File: src/rtl/mac_stream_acc.sv
// mac_stream_acc: stream-side consumer for the 4-lane MAC datapath.
// Accepts a job of `len` beats over a valid/ready handshake. Each beat carries
// four unsigned activations and four signed weights. The block accumulates
// sum(a_i*b_i) over all beats into one psum and presents it on valid/ready.
//
// Ports:
//   clk        rising-edge clock
//   reset      synchronous, active-high reset
//   start      pulse; begins a job when idle
//   len        beats in job, sampled when start is accepted
//   in_valid   beat available
//   in_ready   block can accept a beat (RUN only)
//   a_in       lanes a0..a3, a0 in LSBs, unsigned
//   b_in       lanes b0..b3, b0 in LSBs, two's complement
//   out_valid  result available
//   out_ready  downstream accepts result
//   out        accumulated psum (wraps modulo 2^psum_bw)
//   busy       high in any state except IDLE
module mac_stream_acc #(
  parameter int bw      = 4,
  parameter int psum_bw = 16,
  parameter int len_bw  = 8
) (
  input  logic                 clk,
  input  logic                 reset,
  input  logic                 start,
  input  logic [len_bw-1:0]    len,
  input  logic                 in_valid,
  output logic                 in_ready,
  input  logic [4*bw-1:0]      a_in,
  input  logic [4*bw-1:0]      b_in,
  output logic                 out_valid,
  input  logic                 out_ready,
  output logic [psum_bw-1:0]   out,
  output logic                 busy
);

  localparam int prod_w = 2*bw + 1;
  localparam int sum_w  = 2*bw + 3;

  typedef enum logic [1:0] {IDLE, RUN, DRAIN, DONE} state_t;

  state_t               state, state_nxt;
  logic [len_bw-1:0]    cnt;
  logic [sum_w-1:0]     p_reg;
  logic                 p_vld;
  logic [psum_bw-1:0]   acc;
  logic [psum_bw-1:0]   out_q;
  logic                 out_vld_q;

  logic                 xfer;
  logic                 ack;
  logic [sum_w-1:0]     lane_sum;
  logic [prod_w-1:0]    a_ext, b_ext, prod;

  assign xfer      = in_valid && in_ready;
  assign ack       = out_vld_q && out_ready;
  assign out_valid = out_vld_q;
  assign out       = out_q;

  // Lane products computed modulo 2^prod_w: a zero-extended, b sign-extended,
  // so the low prod_w bits of the unsigned product are the signed product.
  always_comb begin
    lane_sum = '0;
    a_ext    = '0;
    b_ext    = '0;
    prod     = '0;
    for (int unsigned i = 0; i < 4; i++) begin
      a_ext    = {{bw{1'b0}}, a_in[i*bw +: bw]};
      b_ext    = {{(bw+1){b_in[i*bw + bw - 1]}}, b_in[i*bw +: bw]};
      prod     = a_ext * b_ext;
      lane_sum = lane_sum + {{(sum_w-prod_w){prod[prod_w-1]}}, prod};
    end
  end

  always_comb begin
    state_nxt = state;
    in_ready  = 1'b0;
    busy      = (state != IDLE);
    unique case (state)
      IDLE:  if (start) state_nxt = (len == '0) ? DONE : RUN;
      RUN: begin
        in_ready = 1'b1;
        if (xfer && cnt == len_bw'(1)) state_nxt = DRAIN;
      end
      DRAIN: state_nxt = DONE;
      DONE:  if (ack) state_nxt = IDLE;
      default: state_nxt = IDLE;
    endcase
  end

  always_ff @(posedge clk) begin
    if (reset) begin
      state     <= IDLE;
      cnt       <= '0;
      acc       <= '0;
      p_reg     <= '0;
      p_vld     <= 1'b0;
      out_q     <= '0;
      out_vld_q <= 1'b0;
    end else begin
      state <= state_nxt;
      p_vld <= xfer;
      if (xfer) p_reg <= lane_sum;

      if (state == IDLE && start) begin
        cnt <= len;
        acc <= '0;
      end else begin
        if (xfer)  cnt <= cnt - len_bw'(1);
        if (p_vld) acc <= acc + {{(psum_bw-sum_w){p_reg[sum_w-1]}}, p_reg};
      end

      // out_valid is registered: it rises on the edge after entering DONE,
      // when acc has settled, and out is captured from acc on that same edge.
      if (state == DONE && !out_vld_q) begin
        out_vld_q <= 1'b1;
        out_q     <= acc;
      end else if (ack) begin
        out_vld_q <= 1'b0;
      end
    end
  end

endmodule

File: config.mk
export PLATFORM = sky130hd
export DESIGN_NAME = mac_stream_acc
export DESIGN_NICKNAME = d
export VERILOG_FILES = /design/src/rtl/mac_stream_acc.sv
export SDC_FILE = /design/constraint.sdc
export NUM_CORES = 1
export LEC_CHECK = 0
export CAP_MARGIN = 15
export CORE_MARGIN = 1.5
export CORE_UTILIZATION = 60
export CTS_BUF_LIST = sky130_fd_sc_hd__clkbuf_8
export DETAILED_ROUTE_END_ITERATION = 10
export GPL_ROUTABILITY_DRIVEN = 0
export HOLD_SLACK_MARGIN = 0.05
export PLACE_DENSITY_LB_ADDON = 0.15
export RECOVER_POWER = 25
export REMOVE_ABC_BUFFERS = 1
export SLEW_MARGIN = 5
export SYNTH_ARGS = -nofsm -noshare
export SYNTH_HDL_FRONTEND = slang
export SYNTH_SLANG_ARGS = --single-unit
File: constraint.sdc
create_clock -name clk -period 11.6 [get_ports clk]
set_clock_uncertainty 0.05 [all_clocks]
set_input_delay 1.74 -clock clk [delete_from_list [all_inputs] [get_ports clk]]
set_output_delay 1.74 -clock clk [all_outputs]
set_load 0.005 [all_outputs]
==> impl_metrics.ini <==
[synth]
synth.distinct_cells = 51
synth_top_cell_area_share_pct = 19.1
yosys.area.top_type = dfxtp_1
ys_seq_area_share_pct = 19.1
netlist_instances = 675
synth_ff_type = dfxtp_1
async_reset_ff_share_pct = 0
syn-cell-area_mm2 = 0.00576
synth_edf_count = 0
yosys_register_bits = 55
yosys_warnings = 0
ys_top_cells_by_area = dfxtp_1 (19%), fa_1 (19%), ha_1 (17%), inv_1 (6.6%), nand2_1 (5.9%)
syn_avg_cell_area_um2 = 8.53

[cts]
tritoncts = done
cts_made_buffers = 5
postCtsHoldBufs = 0
cts_max_path_buffers = 2
cts_resized = 0
clock-sinks = 55
cts-root-buf = clkbuf_8
postCtsSetupBuffers = 0
htreeDepth = 2
clock_latency_ns = 0.31
clk_pin_slew_ns = 0.10

[critical_path]
endpoint_kind = flip-flop
cp_max_fo = 4
worst_setup_path_start_kind = input pin
path_class = in2reg
cp.arrival_ns = 8.66
critical_path_required_ns = 11.76

[timing]
hold_ws_ns = 0.407
fin_crit_ns = 8.51
tns_ns = 0
relSlewSlack_pct = -19.8
hold_violations = 0
finalCritPeriodShare_pct = 73.3
max_freq_ghz = 0.118
setup_viol = 0
report.final.slew_viol_count = 42
worst_pin_slew_ns = 1.80
grt_setup_unrepaired = false

[run_status]
outcome = finished with violations
violations = capacitance limit, slew limit

[flow_run]
cap_violations = 1

[finish]
diodes = 0
drive_gt1_share_pct = 1.93
area_delta_synth_final_pct = 13.8
finalNetCount = 904
final_util_pct = 70.6
fill_cells = 782

[die]
core_mm2 = 0.00928
start_util_pct = 62.0
die_x_um = 101
ioPinCount = 64
rows = 35
die-height_um = 101
die_area_mm2 = 0.0102

[pwr]
netSwitchingFraction_pct = 46.3
internal_power_w = 0.000711
vdd_drop_max_mv = 0.257
power_density_mw_per_mm2 = 202
pwr-share-clk_pct = 9.2
p_seq_share_pct = 18.4
power_frac_comb_pct = 72.4
switchingPower_w = 0.000614
p_leak_nw = 3.01

[detailed_routing]
vias_per_cell = 5.41
routed_wl_um = 11800
route.detailed.drc = 0
drt_pass1_iterations = 5
drtIter0Drc = 142
vias = 4624
ant_nets = 0
wire_per_inst_um = 13.8

[global_routing]
grt_use_total_pct = 25.0
grt_pass1_wl_um = 20500
grt_start_max_net_pins = 42
grt-ovfl-total = 0
first_global_vias = 4598
antenna_found_initial = 0

[hold_path]
hp-class = reg2reg

[placement]
io_buffers = 63
hpwlAfterDp_um = 10100
cell usage after synthesis, drive strengths merged (2+ instances only):
library cell  number
inv              101
nand2             91
ha                78
dfxtp             55
fa                55
a21oi             41
nor2              41
and2              27
o21ai             17
a211oi            16
a21o              16
xnor2             15
clkbuf            13
xor2              11
nand2b            10
buf                7
o21a               7
nor4               6
a311oi             5
nand3              5
nand4              5
nor3               5
or3                5
a211o              4
or2                4
a21boi             3
a31oi              3
and3               3
nor2b              3
o211ai             3
o22ai              3
o31ai              3
a32o               2
and4               2
o21bai             2
worst max-delay path, cell delays in order:
cell and delay [ns]:
clkdlybuf4s50_1 0.55, nand2b_1 0.11, fa_1 0.51, fa_1 0.57
fa_1 0.42, inv_1 0.07, ha_1 0.16, inv_1 0.06
fa_1 0.49, inv_1 0.05, fa_1 0.47, inv_1 0.05
fa_1 0.47, fa_1 0.49, inv_1 0.05, fa_1 0.50
fa_1 0.49, ha_1 0.23, or3_1 0.40, o221ai_1 0.22
a21boi_0 0.20, o311a_1 0.36
power by group through the flow:
| stage | clock network [W] | logic [W] | registers [W] |
|---|---|---|---|
| after detailed placement | 0 | 0.000953 | 0.000248 |
| after global placement | 0 | 0.000920 | 0.000247 |
| after floorplan | 0 | 0.000756 | 0.000241 |
| after global routing | 0.000132 | 0.00111 | 0.000248 |
| final | 0.000122 | 0.000959 | 0.000244 |
| after CTS | 0.000124 | 0.000966 | 0.000244 |
cell families (layout without fill, tap and decap cells):
kind of cell             count (synthesis)  in the layout  synth area share (%)
AO/OA/AOI/OAI                          131            131                  15.0
buffers and inverters                  121            172                  8.41
adder cells (fa/ha/maj)                133            133                  36.1
flip-flops                              55             55                  19.1
multiplexers                             1              1                 0.174
AND/OR/NAND/NOR                        208            208                  17.2
XOR/XNOR                                26             26                  3.96
stage by stage:
stage          area, um^2  power [W]  cells  setup slack, ns
2_1_floorplan        5650   0.000998    655             3.55
3_3_place_gp         6450    0.00117    848             2.91
3_5_place_dp         6450    0.00120    848             2.75
4_1_cts              6550    0.00133    855             3.08
5_1_grt              6550    0.00149    855             2.71
6_report             6550    0.00132    855             3.09
area by class of cell:
class / count / area, um^2 / area share (%)
clock buffer: 5 / 68.8 / 1.05
clock inverter: 2 / 33.8 / 0.516
inverter: 101 / 379 / 5.79
multi-input combinational: 499 / 4170 / 63.7
sequential: 55 / 1100 / 16.8
tap: 129 / 161 / 2.46
timing repair buffer: 64 / 634 / 9.68
placed cells by master (no fill, tap or decap), types with 14 or more instances in the layout:
master,count
a21oi_1,41
dfxtp_1,55
inv_1,102
and2_1,27
nor2_1,41
clkdlybuf4s50_1,62
ha_1,78
xnor2_1,15
nand2_1,90
o21ai_0,14
fa_1,55
a211oi_1,16
a21o_1,15
per-layer routing:
layer  vias to the layer above  track usage (%)  wire, um
met5                         -                0         0
met2                       102             46.8      6100
met3                        24             2.43       346
met1                      2171             29.5      4990
li1                       2327                -         -
met4                         0             9.19       379
final timing paths:
kind                               from                endpoint  slack, ns  cells after the start
setup / recovery               b_in[15]  p_reg[10]$_SDFFE_PP0P_       3.09                     22
setup reg to reg  state[1]$_SDFFE_PP0P_     cnt[4]$_SDFFE_PP0P_       9.18                      7
hold reg to reg     out[5]$_SDFFE_PP0P_     out[5]$_SDFFE_PP0P_       0.41                      2
hold / removal      out[5]$_SDFFE_PP0P_     out[5]$_SDFFE_PP0P_       0.41                      2
Power figures use the tool's default switching activity.
